## src/rtl/param_bus_cpu.sv

```systemverilog
// Multi-cycle bus CPU: fetch/decode control FSM, register file, A/G accumulator
// ALU path and program counter, parametrised on data, register and opcode widths.
module param_bus_cpu #(
  parameter int DATA_W = 16,
  parameter int NREG   = 8,
  parameter int REG_AW = 3,
  parameter int PC_W   = 6,
  parameter int OP_W   = 4
) (
  input  logic                      clk,
  input  logic                      rst,
  output logic                      instr_req,
  output logic [PC_W-1:0]           instr_addr,
  input  logic                      instr_valid,
  input  logic [OP_W+2*REG_AW-1:0]  instr_data,
  input  logic [DATA_W-1:0]         imm_data,
  output logic                      done,
  output logic                      halted,
  output logic [PC_W-1:0]           pc,
  output logic                      flag_z,
  output logic                      flag_c,
  input  logic [REG_AW-1:0]         dbg_sel,
  output logic [DATA_W-1:0]         dbg_data
);

  localparam logic [2:0] S_FETCH  = 3'd0;
  localparam logic [2:0] S_DECODE = 3'd1;
  localparam logic [2:0] S_ALU_G  = 3'd2;
  localparam logic [2:0] S_WRITE  = 3'd3;
  localparam logic [2:0] S_HALT   = 3'd4;

  localparam logic [OP_W-1:0] OP_LOAD = OP_W'(0);
  localparam logic [OP_W-1:0] OP_MOV  = OP_W'(1);
  localparam logic [OP_W-1:0] OP_ADD  = OP_W'(2);
  localparam logic [OP_W-1:0] OP_SUB  = OP_W'(3);
  localparam logic [OP_W-1:0] OP_XOR  = OP_W'(4);
  localparam logic [OP_W-1:0] OP_B    = OP_W'(5);
  localparam logic [OP_W-1:0] OP_BZ   = OP_W'(6);
  localparam logic [OP_W-1:0] OP_BL   = OP_W'(7);
  localparam logic [OP_W-1:0] OP_BXLR = OP_W'(8);
  localparam logic [OP_W-1:0] OP_HALT = OP_W'(15);

  localparam int LR = NREG - 1;

  logic [2:0]        state;
  logic [OP_W-1:0]   ir_op;
  logic [REG_AW-1:0] ir_rx;
  logic [REG_AW-1:0] ir_ry;
  logic [DATA_W-1:0] regs [NREG];
  logic [DATA_W-1:0] a;
  logic [DATA_W-1:0] g;
  logic              carry;
  logic [DATA_W:0]   alu_res;
  logic [PC_W-1:0]   pc_inc;
  logic [PC_W-1:0]   target;

  // Handshake: a fetch is accepted on a rising edge where instr_req && instr_valid;
  // instr_req is held low while reset is asserted and high only in FETCH.
  assign instr_req  = (state == S_FETCH) && rst;
  assign instr_addr = pc;
  assign pc_inc     = pc + PC_W'(1);
  assign target     = {ir_rx, ir_ry};
  assign dbg_data   = regs[dbg_sel];

  // Top bit of the widened subtraction is the unsigned borrow (A < R[ry]).
  always_comb begin
    alu_res = {1'b0, a ^ regs[ir_ry]};
    case (ir_op)
      OP_ADD:  alu_res = {1'b0, a} + {1'b0, regs[ir_ry]};
      OP_SUB:  alu_res = {1'b0, a} - {1'b0, regs[ir_ry]};
      default: alu_res = {1'b0, a ^ regs[ir_ry]};
    endcase
  end

  always_ff @(posedge clk) begin
    if (!rst) begin
      state  <= S_FETCH;
      pc     <= '0;
      ir_op  <= '0;
      ir_rx  <= '0;
      ir_ry  <= '0;
      a      <= '0;
      g      <= '0;
      carry  <= 1'b0;
      flag_z <= 1'b0;
      flag_c <= 1'b0;
      done   <= 1'b0;
      halted <= 1'b0;
      for (int i = 0; i < NREG; i++) regs[i] <= '0;
    end else begin
      done <= 1'b0;
      case (state)
        S_FETCH: begin
          if (instr_valid) begin
            {ir_op, ir_rx, ir_ry} <= instr_data;
            state <= S_DECODE;
          end
        end
        S_DECODE: begin
          state <= S_FETCH;
          done  <= 1'b1;
          pc    <= pc_inc;
          case (ir_op)
            OP_LOAD: regs[ir_rx] <= imm_data;
            OP_MOV:  regs[ir_rx] <= regs[ir_ry];
            OP_ADD, OP_SUB, OP_XOR: begin
              // A is staged as the ALU op is dispatched so it retires 3 edges after fetch.
              a     <= regs[ir_rx];
              state <= S_ALU_G;
              done  <= 1'b0;
              pc    <= pc;
            end
            OP_B:    pc <= target;
            OP_BZ:   pc <= flag_z ? target : pc_inc;
            OP_BL: begin
              regs[LR] <= {{(DATA_W-PC_W){1'b0}}, pc_inc};
              pc       <= target;
            end
            OP_BXLR: pc <= regs[LR][PC_W-1:0];
            OP_HALT: begin
              state  <= S_HALT;
              halted <= 1'b1;
            end
            default: ;
          endcase
        end
        S_ALU_G: begin
          g     <= alu_res[DATA_W-1:0];
          carry <= (ir_op == OP_XOR) ? 1'b0 : alu_res[DATA_W];
          state <= S_WRITE;
        end
        S_WRITE: begin
          regs[ir_rx] <= g;
          flag_z      <= (g == '0);
          flag_c      <= carry;
          pc          <= pc_inc;
          done        <= 1'b1;
          state       <= S_FETCH;
        end
        S_HALT: state <= S_HALT;
        default: state <= S_FETCH;
      endcase
    end
  end

endmodule
```

## config.mk

```make
export PLATFORM = sky130hd
export DESIGN_NAME = param_bus_cpu
export DESIGN_NICKNAME = d
export VERILOG_FILES = /design/src/rtl/param_bus_cpu.sv
export SDC_FILE = /design/constraint.sdc
export NUM_CORES = 1
export LEC_CHECK = 0
export ABC_CLOCK_PERIOD_IN_PS = 9040
export CORE_ASPECT_RATIO = 0.8
export CORE_MARGIN = 8
export CORE_UTILIZATION = 50
export DETAILED_ROUTE_END_ITERATION = 8
export MAX_ROUTING_LAYER = met4
export PLACE_DENSITY = 0.66
export SETUP_SLACK_MARGIN = 0.3
export SYNTH_ARGS = -nofsm -noshare
export SYNTH_HDL_FRONTEND = slang
export SYNTH_SLANG_ARGS = --single-unit
export TNS_END_PERCENT = 5
```

## constraint.sdc

```tcl
create_clock -name clk -period 9.04 [get_ports clk]
set_clock_uncertainty 0.1 [all_clocks]
set_input_delay 2.712 -clock clk [delete_from_list [all_inputs] [get_ports clk]]
set_output_delay 2.712 -clock clk [all_outputs]
set_load 0.05 [all_outputs]
```

==> out/summary.txt, run 1 <==
worst stage delay on the critical path - 710 ps
Final Max Slew Viols - 0
worst hold slack - 350 ps
Pint - 0.00152 W
Post-Synthesis Cells - 975
total die area - 27700 sq um
outcome - finished clean
hold buffers post-CTS - 0
met1 Track Usage GR - 33.5%
Rows - 49
placed inst area - 12100 sq um
initial antenna violation count - 0
Initial Util - 50.7%
Slowest-stage cell, CP - clkdlybuf4s50_1
via count - 8498
Final Instance Area - 12700 sq um
Avg Cell Area, Syn - 11.6 sq um
# setup viols final - 0
gr ovfl total - 0
dpl hpwl - 21800 um
n_diodes - 0
CP startpoint kind - input port
number of flops mapped to enable cells by yosys - 128
DRC viols - 0
worst hold-check path type - flop to flop
WP buf/inv - 3
max capacitance violation total - 0
P_sw - 0.000699 W
Max VDD drop - 0.152 mV
clock slew at reported path FFs - 80 ps
fmax - 128 MHz
Logic pwr share - 20.3%
Syn-to-layout area delta - 12.4%
post-synthesis cell area - 11300 sq um
Overall Global Routing Usage - 24.6%
Placer Congestion - 0.905
post-route ant nets - 0
Fill cells - 1882
Final Util - 56.9%
synth top area cells - edfxtp_1 (34%), mux4_2 (19%), dfxtp_1 (10%), nor2_1 (6.6%), a211oi_1 (2.7%)
syn_nets - 1026
crit path DAT - 5010 ps
I/O pin count - 65
area share of the largest cell type after synthesis - 34.0%
Rel. slew slack - 22.2%
Least-Margin Pin Slew - 1170 ps
gr busiest metal - met2
worst-path cell chain - buf_2, buf_12, mux4_2, mux2_2, clkdlybuf4s50_1
CTS Root Buffer Type - clkbuf_16
vias in the first global route - 8078
power density over the cells - 175 nW/um^2
commonest register cell after synthesis - edfxtp_1
layout cells sized above 1 - 17.4%
TritonCTS buffer count - 17
largest net degree at the start of global routing - 49
Post-Route WL - 32500 um
post-synth cell types - 58
post_cts resized - 0
Skew-Pair Late Insertion Delay - 450 ps
wire per inst - 24.7 um
crit-path leading delay family - buffers and inverters
worst path required time - 6230 ps
Clock Power Share - 35.1%
H-tree levels - 4
sequential share of power - 44.6%
crit-path max FO - 17
crit path kind - input port to primary output
core box area - 22300 sq um
register bit total from synthesis - 187
Final Hold Viols - 0
drt first pass iters - 5
leading area contributor after synthesis - edfxtp_1
total power - 0.00222 W
IO Port Bufs - 64
first-pass GRT wire length - 49500 um
clk buf depth - 2
Yosys Warn Count - 0
total negative slack - 0 ps
period utilization - 86.5%
RSZ-0062 raised after global routing - no
Post-layout nets - 1050
Via density - 6.45
met3 Resource Use GR - 7.16%
post-synthesis async set-or-reset flop share - 0%
DIE WIDTH - 184 um
GR Layer Usage met2 - 35.5%
Iteration-0 DRC Markers - 1162
sw frac - 31.5%
Final min period - 7820 ps
clock sink count - 187
Die Ht - 151 um
static leakage - 4.34 nW
sequential share of the synthesized area - 44.4%
Critical Path End Type - primary output
CTS tree - done
Setup Buffers After CTS - 0
==> power by group through the flow <==
| stage | registers, W | clock network, W | logic [W] |
|---|---|---|---|
| 6_report | 0.000990 | 0.000780 | 0.000450 |
| 5_1_grt | 0.000994 | 0.000819 | 0.000482 |
| 4_1_cts | 0.000988 | 0.000787 | 0.000446 |
| 3_5_place_dp | 0.00101 | 0 | 0.000444 |
| 3_3_place_gp | 0.00101 | 0 | 0.000441 |
| 2_1_floorplan | 0.000987 | 0 | 0.000336 |
==> through the flow <==
step,setup WS [ps],cells
detailed placement,1180,1286
CTS,1180,1318
finish,1220,1318
global placement,1210,1286
floorplan,1810,975
global route,1070,1318
==> cell usage after synthesis, drive strengths merged (2+ instances only) <==
library cell and n:
nand3 16, mux4 96, dfxtp 59, clkbuf 49
nand2b 6, nor2 200, mux2i 36, nor4 4
nor4b 2, o211ai 5, o32ai 2, o221ai 3
o311ai 2, nand2 61, a22oi 7, nor2b 8
o22ai 6, mux2 16, xor2 23, a311oi 3
a31oi 6, inv 8, a21oi 50, o21ai 25
nor3 11, and2 8, buf 23, edfxtp 128
a21o 5, and3 8, o21a 6, ha 18
a211oi 40, xnor2 21
==> state kept, by name, indices dropped and copies added, names as in the netlist, 3 cells and up, named ones only <==
| register | cells |
|---|---|
| g | 16 |
| instr_addr | 6 |
| ir_rx | 3 |
| ir_ry | 3 |
| regs | 128 |
| ir_op | 4 |
| state | 3 |
| a | 16 |
==> layout by cell type (no fill, tap or decap), drive strengths merged, types with 7 or more instances in the layout <==
master and count:
a211oi 40, inv 17, and2 8, a22oi 7
nor2 200, nor2b 8, ha 18, clkdlybuf4s50 63
mux2i 36, nor3 11, o21ai 25, mux2 16
clkbuf 17, a21oi 50, and3 8, buf 14
xor2 23, nand3 16, dfxtp 59, edfxtp 128
mux4 96, xnor2 21, nand2 61
==> worst paths after layout <==
check,startpoint,end,slack (ps),cells past startpoint
max,dbg_sel[0],dbg_data[0],1220,5
min,halted,halted,350,2
max reg2reg,flop,g[14],3880,16
min reg2reg,halted,halted,350,2
==> metal layers <==
| layer | up-vias | share of wire (%) |
|---|---|---|
| li1 | 3750 | - |
| met1 | 4209 | 42 |
| met2 | 486 | 44 |
| met3 | 53 | 11 |
| met4 | 0 | 2.1 |
| met5 | - | 0 |
==> worst reg2reg max path, cell delays in order (launching register included) <==
cell	delay (ps)
dfxtp_2	1010
mux4_2	630
mux2i_2	400
and3_1	290
nand2_1	90
nor2_1	150
and3_1	300
nor2_1	90
xor2_1	170
ha_1	390
and3_1	190
o211ai_1	130
a31o_2	260
o21ai_0	340
xor2_1	120
a221oi_1	300
nor2_1	80
==> logic make-up (layout without fill, tap and decap cells) <==
logic type | Yosys count | count (layout) | share of synthesized area [%]
simple gates | 330 | 330 | 12.3
flops | 187 | 187 | 44.4
compound gates | 167 | 167 | 9.59
mux | 148 | 148 | 24.7
buf+inv | 80 | 117 | 3.36
xor+xnor | 44 | 44 | 3.41
fa+ha+maj | 19 | 19 | 2.17
==> area by class of cell <==
| class | count | area [sq um] | share of cell area [%] |
|---|---|---|---|
| Multi-Input combinational cell | 708 | 5910 | 46.5 |
| Timing Repair Buffer | 77 | 746 | 5.87 |
| Inverter | 8 | 30.0 | 0.236 |
| Tap cell | 306 | 383 | 3.01 |
| Sequential cell | 187 | 5030 | 39.6 |
| Clock buffer | 17 | 425 | 3.35 |
| Clock inverter | 15 | 185 | 1.46 |
No activity file was read; power rests on OpenSTA's default activity.
==> run 2, diff against run 1 <==
--- a/config.mk
+++ b/config.mk
@@ -6,12 +6,12 @@
 export NUM_CORES = 1
 export LEC_CHECK = 0
 export ABC_CLOCK_PERIOD_IN_PS = 9040
-export CORE_ASPECT_RATIO = 0.8
+export CORE_ASPECT_RATIO = 1.5
 export CORE_MARGIN = 8
 export CORE_UTILIZATION = 50
 export DETAILED_ROUTE_END_ITERATION = 8
 export MAX_ROUTING_LAYER = met4
-export PLACE_DENSITY = 0.66
+export PLACE_DENSITY = 0.69
 export SETUP_SLACK_MARGIN = 0.3
 export SYNTH_ARGS = -nofsm -noshare
 export SYNTH_HDL_FRONTEND = slang
==> run 2 against run 1 <==
- cell area down 0.41%
- total power is 1.6% lower
- fmax fell by 0.24%
- utilization fell by 0.19 points
- largest power group unchanged
- critical path type unchanged
- register-to-register slack worse by 30 ps
- largest cell class unchanged
- worst setup slack lost 19 ps
- flip-flop and latch count unchanged
==> out/summary.txt, run 2 (synthesis results as in run 1) <==
Final min period - 7840 ps (+18.6 ps)
Via density - 6.59 (+2.3%)
outcome - finished clean
worst hold-check path type - flop to flop
Rows - 67 (+37%)
Iteration-0 DRC Markers - 856 (-26%)
Final Max Slew Viols - 0 (unchanged)
Placer Congestion - 0.908 (+0.34%)
Syn-to-layout area delta - 11.9%
DIE WIDTH - 139 um (-25%)
initial antenna violation count - 0 (unchanged)
Logic pwr share - 20.6% (+0.3 points)
Setup Buffers After CTS - 0 (unchanged)
sw frac - 29.0% (-2.5 points)
first-pass GRT wire length - 49500 um (about the same)
Largest Register - regs
drt first pass iters - 5 (unchanged)
Clock Power Share - 34.3% (-0.8 points)
Non-Filler Instances - 1292 (-2.0%)
CTS Root Buffer Type - clkbuf_16
power density over the cells - 173 nW/um^2 (-1.2%)
clk buf depth - 2 (unchanged)
CTS tree - done
Max VDD drop - 0.142 mV (-6.8%)
P_sw - 0.000633 W (-9.5%)
Critical Path End Type - primary output
core box area - 22300 sq um (about the same)
Post-Route WL - 32200 um (-0.97%)
Overall Global Routing Usage - 23.9% (-0.69 points)
clock slew at reported path FFs - 70 ps (about the same)
post-route ant nets - 0 (unchanged)
via count - 8518 (+0.24%)
gr ovfl total - 0 (unchanged)
CP startpoint kind - input port
vias in the first global route - 8671 (+7.3%)
hold buffers post-CTS - 0 (unchanged)
sequential share of power - 45.1% (+0.5 points)
wire per inst - 24.9 um (+1.0%)
worst path required time - 6230 ps (about the same)
total negative slack - 0 ps (unchanged)
Die Ht - 200 um (+33%)
I/O pin count - 65 (unchanged)
max capacitance violation total - 0 (unchanged)
most frequent cells in the layout - nor2_1 (198), edfxtp_1 (128), mux4_2 (93), clkdlybuf4s50_1 (63), nand2_1 (61)
Skew-Pair Late Insertion Delay - 450 ps (about the same)
clock sink count - 187 (unchanged)
n_diodes - 0 (unchanged)
top flop regs - regs x128, a x16, g x16
RSZ-0062 raised after global routing - no
crit-path max FO - 15 (-2)
static leakage - 4.33 nW (-0.21%)
Least-Margin Pin Slew - 1070 ps (-93.0 ps)
post_cts resized - 0 (unchanged)
crit path kind - input port to primary output
Fill cells - 1865 (-0.90%)
H-tree levels - 4 (unchanged)
period utilization - 86.7% (+0.21 points)
Post-layout nets - 1054 (+0.38%)
largest net degree at the start of global routing - 49 (unchanged)
crit path DAT - 5030 ps (+20 ps)
total die area - 27800 sq um (+0.25%)
Placed Cells - 1260 (-2.0%)
# setup viols final - 0 (unchanged)
IO Port Bufs - 64 (unchanged)
Final Hold Viols - 0 (unchanged)
fmax - 128 MHz (-0.24%)
Initial Util - 50.7% (about the same)
max reg flops - 128 (unchanged)
Pint - 0.00155 W (+2.0%)
most common cell after layout, fill and taps aside - nor2_1
layout cells sized above 1 - 17.3% (-0.068 points)
dpl hpwl - 21900 um (+0.61%)
DRC viols - 0 (unchanged)
TritonCTS buffer count - 17 (unchanged)
Rel. slew slack - 28.2% (+6.0 points)
==> run 2: worst paths after layout <==
path,from,slack [ps],cells after the start,end
max,dbg_sel[0],1200,5,dbg_data[11]
min,halted,340,2,halted
max reg2reg,flop,3850,13,g[15]
min reg2reg,halted,340,2,halted
==> run 2: area by class of cell <==
type	instances	area, sq um	area share (%)
Inverter	8	30.0	0.237
Tap cell	276	345	2.73
Multi-Input combinational cell	708	5910	46.7
Sequential cell	187	5030	39.7
Clock buffer	19	433	3.42
Timing Repair Buffer	81	763	6.03
Clock inverter	13	140	1.11
==> run 2: routing by layer <==
layer	share of wire [%]	track usage, %	up-vias
li1	-	-	3751
met1	37	26.6	4306
met2	53	42.0	391
met3	6.7	3.33	70
met4	3.2	10.8	0
met5	0	-	-
==> run 2: worst max-delay path, cell delays in order <==
cell,delay [ps]
buf_2,430
buf_4,340
mux4_2,530
mux2_2,280
clkdlybuf4s50_1,720
==> run 2: through the flow <==
stage	util [%]	setup WS, ps	power (W)	area (sq um)	hold WS, ps
6_report	56.8	1200	0.00218	12700	344
5_1_grt	56.8	1070	0.00226	12700	380
3_5_place_dp	54.2	1170	0.00145	12100	338
4_1_cts	56.8	1160	0.00219	12700	348
3_3_place_gp	54.2	1210	0.00144	12100	333
2_1_floorplan	-	1810	0.00132	11300	337
==> run 2: power groups by stage <==
stage	logic, W	clock network, W	registers (W)
CTS	0.000450	0.000756	0.000984
global placement	0.000442	0	0.00100
detailed placement	0.000447	0	0.00100
finish	0.000451	0.000748	0.000985
floorplan	0.000336	0	0.000987
global route	0.000483	0.000787	0.000989
